===== config.mk =====
export PLATFORM = sky130hd
export DESIGN_NAME = voice_allocator
export DESIGN_NICKNAME = d
export VERILOG_FILES = /design/src/rtl/voice_allocator.sv
export SDC_FILE = /design/constraint.sdc
export NUM_CORES = 2
export LEC_CHECK = 0
export BUFFER_PORTS_ARGS = -buffer_cell sky130_fd_sc_hd__buf_4
export CAP_MARGIN = 40
export CELL_PAD_IN_SITES_DETAIL_PLACEMENT = 0
export CELL_PAD_IN_SITES_GLOBAL_PLACEMENT = 2
export CORE_MARGIN = 2
export CORE_UTILIZATION = 39
export CTS_CLUSTER_SIZE = 8
export DETAILED_ROUTE_END_ITERATION = 16
export GPL_ROUTABILITY_DRIVEN = 0
export HOLD_SLACK_MARGIN = 0.06
export MAX_ROUTING_LAYER = met4
export PLACE_DENSITY = 0.91
export REMOVE_ABC_BUFFERS = 1
export SETUP_SLACK_MARGIN = 0.02
export SYNTH_ARGS = -nofsm -noshare
export SYNTH_HDL_FRONTEND = slang
export SYNTH_SLANG_ARGS = --single-unit

===== constraint.sdc =====
create_clock -name clk -period 78.3 [get_ports clk]
set_input_delay 15.66 -clock clk [delete_from_list [all_inputs] [get_ports clk]]
set_output_delay 15.66 -clock clk [all_outputs]
set_load 0.1 [all_outputs]

===== src/rtl/voice_allocator.sv =====
// Polyphonic voice allocator: serialises note events onto NUM_VOICES synth voices
// with retrigger, release-first and oldest-voice stealing, plus a linear AR envelope per voice.
module voice_allocator #(
   parameter int          NUM_VOICES   = 8,
   parameter logic [31:0] VOL_MAX      = 32'd65535,
   parameter logic [31:0] ATTACK_STEP  = 32'd4096,
   parameter logic [31:0] RELEASE_STEP = 32'd1024
) (
   input  logic                  clk,
   input  logic                  reset,
   input  logic                  note_valid,
   input  logic                  note_on,
   input  logic [6:0]            note_key,
   input  logic [31:0]           note_freq,
   output logic                  note_ready,
   input  logic                  env_tick,
   output logic [31:0]           frequencies   [NUM_VOICES],
   output logic [31:0]           voice_volumes [NUM_VOICES],
   output logic [NUM_VOICES-1:0] voice_active
);

   localparam int IDXW = $clog2(NUM_VOICES);

   typedef enum logic [1:0] {S_IDLE, S_SCAN, S_APPLY} ctrl_t;
   typedef enum logic [1:0] {V_IDLE, V_ATTACK, V_SUSTAIN, V_RELEASE} vstate_t;

   ctrl_t                 ctrlState_q;
   logic                  noteReady_q;
   logic                  tickPending_q;

   logic                  evOn_q;
   logic [6:0]            evKey_q;
   logic [31:0]           evFreq_q;

   logic [IDXW-1:0]       scanCnt_q;
   logic                  matchFound_q;
   logic [IDXW-1:0]       matchIdx_q;
   logic                  freeFound_q;
   logic [IDXW-1:0]       freeIdx_q;
   logic                  relFound_q;
   logic [IDXW-1:0]       relIdx_q;
   logic [15:0]           relAge_q;
   logic [IDXW-1:0]       oldIdx_q;
   logic [15:0]           oldAge_q;
   logic [NUM_VOICES-1:0] offMask_q;

   vstate_t               vState_q [NUM_VOICES];
   logic [6:0]            vKey_q   [NUM_VOICES];
   logic [31:0]           vFreq_q  [NUM_VOICES];
   logic [31:0]           vVol_q   [NUM_VOICES];
   logic [15:0]           vAge_q   [NUM_VOICES];

   logic                  tickApply;
   vstate_t               envState_d [NUM_VOICES];
   logic [31:0]           envVol_d   [NUM_VOICES];
   logic [32:0]           attackSum  [NUM_VOICES];
   logic [IDXW-1:0]       targetIdx;

   // Envelope step for every voice; only committed in S_IDLE, so the scan always sees stable state.
   always_comb begin
      tickApply = (ctrlState_q == S_IDLE) && (env_tick || tickPending_q);
      for (int i = 0; i < NUM_VOICES; i++) begin
         envState_d[i] = vState_q[i];
         envVol_d[i]   = vVol_q[i];
         attackSum[i]  = {1'b0, vVol_q[i]} + {1'b0, ATTACK_STEP};
         if (tickApply) begin
            case (vState_q[i])
               V_ATTACK: begin
                  if (attackSum[i] >= {1'b0, VOL_MAX}) begin
                     envVol_d[i]   = VOL_MAX;
                     envState_d[i] = V_SUSTAIN;
                  end else begin
                     envVol_d[i] = attackSum[i][31:0];
                  end
               end
               V_RELEASE: begin
                  if (vVol_q[i] <= RELEASE_STEP) begin
                     envVol_d[i]   = 32'd0;
                     envState_d[i] = V_IDLE;
                  end else begin
                     envVol_d[i] = vVol_q[i] - RELEASE_STEP;
                  end
               end
               default: ;
            endcase
         end
      end
   end

   always_comb begin
      if (matchFound_q)     targetIdx = matchIdx_q;
      else if (freeFound_q) targetIdx = freeIdx_q;
      else if (relFound_q)  targetIdx = relIdx_q;
      else                  targetIdx = oldIdx_q;
   end

   // Control FSM and voice table: accept, scan one voice per cycle, then apply in a single cycle.
   always_ff @(posedge clk or posedge reset) begin
      if (reset) begin
         ctrlState_q   <= S_IDLE;
         noteReady_q   <= 1'b1;
         tickPending_q <= 1'b0;
         evOn_q        <= 1'b0;
         evKey_q       <= '0;
         evFreq_q      <= '0;
         scanCnt_q     <= '0;
         matchFound_q  <= 1'b0;
         matchIdx_q    <= '0;
         freeFound_q   <= 1'b0;
         freeIdx_q     <= '0;
         relFound_q    <= 1'b0;
         relIdx_q      <= '0;
         relAge_q      <= '0;
         oldIdx_q      <= '0;
         oldAge_q      <= '0;
         offMask_q     <= '0;
         for (int i = 0; i < NUM_VOICES; i++) begin
            vState_q[i] <= V_IDLE;
            vKey_q[i]   <= '0;
            vFreq_q[i]  <= '0;
            vVol_q[i]   <= '0;
            vAge_q[i]   <= '0;
         end
      end else begin
         case (ctrlState_q)
            S_IDLE: begin
               tickPending_q <= 1'b0;
               for (int i = 0; i < NUM_VOICES; i++) begin
                  vState_q[i] <= envState_d[i];
                  vVol_q[i]   <= envVol_d[i];
               end
               if (note_valid) begin
                  evOn_q       <= note_on;
                  evKey_q      <= note_key;
                  evFreq_q     <= note_freq;
                  scanCnt_q    <= '0;
                  matchFound_q <= 1'b0;
                  matchIdx_q   <= '0;
                  freeFound_q  <= 1'b0;
                  freeIdx_q    <= '0;
                  relFound_q   <= 1'b0;
                  relIdx_q     <= '0;
                  relAge_q     <= '0;
                  oldIdx_q     <= '0;
                  oldAge_q     <= '0;
                  offMask_q    <= '0;
                  noteReady_q  <= 1'b0;
                  ctrlState_q  <= S_SCAN;
               end
            end
            S_SCAN: begin
               if (env_tick) tickPending_q <= 1'b1;
               if (vState_q[scanCnt_q] != V_IDLE && vKey_q[scanCnt_q] == evKey_q && !matchFound_q) begin
                  matchFound_q <= 1'b1;
                  matchIdx_q   <= scanCnt_q;
               end
               if (vState_q[scanCnt_q] == V_IDLE && !freeFound_q) begin
                  freeFound_q <= 1'b1;
                  freeIdx_q   <= scanCnt_q;
               end
               if (vState_q[scanCnt_q] == V_RELEASE && (!relFound_q || vAge_q[scanCnt_q] > relAge_q)) begin
                  relFound_q <= 1'b1;
                  relIdx_q   <= scanCnt_q;
                  relAge_q   <= vAge_q[scanCnt_q];
               end
               // Strict compare keeps the lowest index on ties; voice 0 is the implicit starting candidate.
               if (vAge_q[scanCnt_q] > oldAge_q) begin
                  oldIdx_q <= scanCnt_q;
                  oldAge_q <= vAge_q[scanCnt_q];
               end
               if ((vState_q[scanCnt_q] == V_ATTACK || vState_q[scanCnt_q] == V_SUSTAIN) &&
                   vKey_q[scanCnt_q] == evKey_q) begin
                  offMask_q[scanCnt_q] <= 1'b1;
               end
               if (scanCnt_q == IDXW'(NUM_VOICES - 1)) begin
                  ctrlState_q <= S_APPLY;
               end else begin
                  scanCnt_q <= scanCnt_q + 1'b1;
               end
            end
            S_APPLY: begin
               if (env_tick) tickPending_q <= 1'b1;
               for (int i = 0; i < NUM_VOICES; i++) begin
                  if (evOn_q) begin
                     if (IDXW'(i) == targetIdx) begin
                        vKey_q[i]   <= evKey_q;
                        vFreq_q[i]  <= evFreq_q;
                        vState_q[i] <= V_ATTACK;
                        vAge_q[i]   <= '0;
                     end else if (vAge_q[i] != 16'hFFFF) begin
                        vAge_q[i] <= vAge_q[i] + 16'd1;
                     end
                  end else if (offMask_q[i]) begin
                     vState_q[i] <= V_RELEASE;
                  end
               end
               noteReady_q <= 1'b1;
               ctrlState_q <= S_IDLE;
            end
            default: ctrlState_q <= S_IDLE;
         endcase
      end
   end

   always_comb begin
      voice_active = '0;
      for (int i = 0; i < NUM_VOICES; i++) begin
         frequencies[i]   = vFreq_q[i];
         voice_volumes[i] = vVol_q[i];
         voice_active[i]  = (vState_q[i] != V_IDLE);
      end
   end

   assign note_ready = noteReady_q;

endmodule

==> impl_results.md <==
* GRT met3 Usage at 0.0553
* Hold Path Stages at 2
* Die Height at roughly 320 um
* Crit-path slowest cell: dfrtp_1
* CP required at ~63000 ps
* Pwr/cell area at ~37 mW/mm^2
* CP Launch Type: flip-flop
* Met2 GRT Util at 0.357
* Row count at ~120
* Setup violators final at 0
* Max-cap violations at 0
* Static leakage at 0.0224 uW
* Min-Delay Endpoint: vKey_q[22]
* Clk pin slew, worst setup/hold paths at approximately 50 ps
* Final hold violations at 0
* First-pass GRT wire length at around 190 mm
* Worst hold margin at 473 ps
* Routed Wire Length at 124 mm
* Core Region at 0.102 mm^2
* Synth warn at 0
* Routed Antenna Nets at 0
* Final HPWL DP at ~86 mm
* Worst-Margin Slew at about 890 ps
* Largest net degree at the start of global routing at about 120
* Share of layout cells above drive strength 1 at 0.247
* CP max FO at 9
* FF-to-FF path depth at 15
* RSZ-0062 raised after global routing: no
* M1 GR Usage at 0.310
* Post-synth top flop: dfrtp_1
* Setup Buffers After CTS at 0
* Area Growth Syn to Fin at 20.0%
* Hold_sp: vKey_q[22]
* Grt peak-use layer: met2
* Setup slack, reg-to-reg at between 70000 and 80000 ps
* DRT Pass-1 Iters at 5
* Critical-path cell list: clkinv_1 > nand2_1 > buf_4
* R2R Path Start: scanCnt_q[0]
* Synthesized cell area at approximately 0.04 mm^2
* CTS Root Cell: clkbuf_16
* Setup TNS at 0 ps
* Avg Inst Size Synth at a little under 10 um^2
* Die area at approximately 0.11 mm^2
* Netlist cell types at 96
* DR WL/cell at roughly 21 um
* Yosys top cell by area: dfrtp_1
* Top cells by area, synth: dfrtp_1 (46%), mux2_2 (8.8%), nand2_1 (4.9%)
* Slew Limit Fails at 0
* Initial Util at 0.394
* Skew-Pair Late Insertion Delay at between 600 and 700 ps
* Outcome: complete, no violations
* Top Ports at around 570
* Min-delay worst type: flip-flop to flip-flop
* Seq/Total Area, Yosys at 0.463
* Fillcell total at around 9700
* Top-area cell type share of the netlist area at 0.462
* Reg2reg end: relAge_q[8]
* Chip Width at between 300 and 400 um
* Num CTS Buffers at around 100
* CTS Hold Buffers Added at 0
* Critical Path AT at ~2000 ps
* Part of the cycle the worst path needs at 0.226
* Grt ovf at 0
* Longest Clk Path Bufs at 3
* H-tree levels at 3
* Crit. End Element: primary output
* Fin util at 0.472
* Initial DRC Count at between 2000 and 2500
* Initial antenna violation count at 4
* GR Util All Layers at 0.235
* Worst setup path class: flip-flop to primary output
* Peak supply drop at approximately 40 uV
* # nets final at 4719
* Synthesized flop and latch total at ~740
* Synthesized instance count at about 4200
* Worst Skew at 42.1 ps
* Post-synth EDFFs at 0
* DRC at 0
* Vias per cell at between 5 and 6
* Crit-path max cell delay at around 500 ps
* Via count at between 30000 and 40000
* IO Port Bufs at around 560
* Clock Sinks at around 740
* Asr flop ratio synth at 1.00
* PostCTS Resize Cnt at 0
* Rel. slew slack at 0.403
* Vias in the first global route at 32800
* Crit path time final at between 15000 and 20000 ps
* Fmax at ~57 MHz
* CTS tree: done
==> worst max-delay path: cells and delay by family, from the launching register on <==
kind	cells	cell delay, ps
buffers and inverters	2	640
DFF	1	490
and+or+nand+nor	1	230
==> layout make-up <==
class,count,area [um^2],area share
Tap cell,1368,1710,0.0356
Clock inverter,6,166,0.00346
Timing Repair Buffer,627,4880,0.101
Multi-Input combinational cell,2994,19700,0.409
Clock buffer,119,2670,0.0554
Sequential cell,742,18600,0.386
Inverter,112,428,0.00889
Antenna cell,4,10.0,0.000208
==> metrics by stage <==
step	worst slack (ps)	area (um^2)	cells	total power [uW]
floorplan	41820	38600	3848	1160
global placement	59940	45000	5826	1390
detailed placement	60170	45300	5843	1390
CTS	60550	48100	5968	1810
global route	60500	48100	5972	1880
finish	60600	48100	5972	1800
==> metal layers <==
| metal | share of wire | up-vias | wire, um |
|---|---|---|---|
| li1 | - | 15800 | - |
| met1 | 0.44 | 16700 | 55000 |
| met2 | 0.46 | 1007 | 56400 |
| met3 | 0.070 | 207 | 8660 |
| met4 | 0.029 | 0 | 3610 |
| met5 | 0 | - | 0 |
==> layout by cell type (no fill, tap or decap), types with 108 or more instances in the layout <==
master and n:
a21oi_1 142, buf_4 614, dfrtp_1 741, inv_1 108, mux2_2 314, nand2_1 524
nand3_1 123, nor2_1 302, nor3_1 110, o21ai_0 309
==> flip-flops by register name (all words and copies together), names as in the netlist, 2 cells and up <==
register and flops:
matchIdx_q 3, oldAge_q 16, relIdx_q 3, vKey_q 56, evKey_q 7, voice_volumes 184
vAge_q 128, scanCnt_q 3, evFreq_q 32, ctrlState_q 2, vState_q 16, offMask_q 8
relAge_q 16, oldIdx_q 3, freeIdx_q 3, frequencies 256
==> logic make-up (layout without fill, tap and decap cells) <==
kind of cell	after synthesis	count (layout)	share of synthesized area
fa+ha+maj	98	98	0.0304
xor+xnor	132	132	0.0288
mux	356	356	0.102
other cells	0	4	0
compound gates	889	889	0.144
flops	742	742	0.463
simple gates	1519	1519	0.183
buf+inv	421	864	0.0482
==> cells in the mapped netlist, types with 11 or more instances <==
library cell / number
o211ai_1: 20
ha_1: 95
o21a_1: 13
clkbuf_1: 178
mux2i_1: 29
dfrtp_1: 741
inv_1: 109
nor2_1: 308
a22o_1: 20
buf_2: 39
a21oi_1: 142
xor2_1: 77
a31oi_1: 29
or2_2: 22
mux4_2: 12
o31ai_1: 33
a21o_1: 14
a32o_1: 28
a211oi_1: 11
nor3_1: 112
nand2_1: 526
or4_1: 13
and3_1: 44
a221o_1: 11
nand3_1: 123
mux2_2: 314
a22oi_1: 91
xnor2_1: 55
nor2b_1: 19
a211o_1: 12
nand4_1: 99
buf_4: 75
nor4_1: 53
and2_1: 27
or3_1: 66
nand2b_1: 29
o21ai_0: 309
buf_1: 12
and4_1: 16
nor3b_1: 16
o21ai_1: 23
o41ai_1: 29
o22ai_1: 11
==> worst max path at each step <==
stage                             from         endpoint  slack (ps)  cells after the start
after floorplan                  reset   ctrlState_q[0]       41820                      1
after global placement           reset  frequencies[41]       59940                      4
after global routing      vState_q[15]  voice_active[0]       60500                      3
final                     vState_q[15]  voice_active[0]       60600                      3
after detailed placement         reset      vState_q[0]       60170                      4
after CTS                 vState_q[15]  voice_active[0]       60550                      3
==> where the power goes <==
group	leakage, uW	switching [uW]	internal [uW]
clock	0.00137	171	237
combinational	0.0109	622	205
sequential	0.0101	123	438
total	0.0224	915	880
Power figures use the tool's default switching activity.
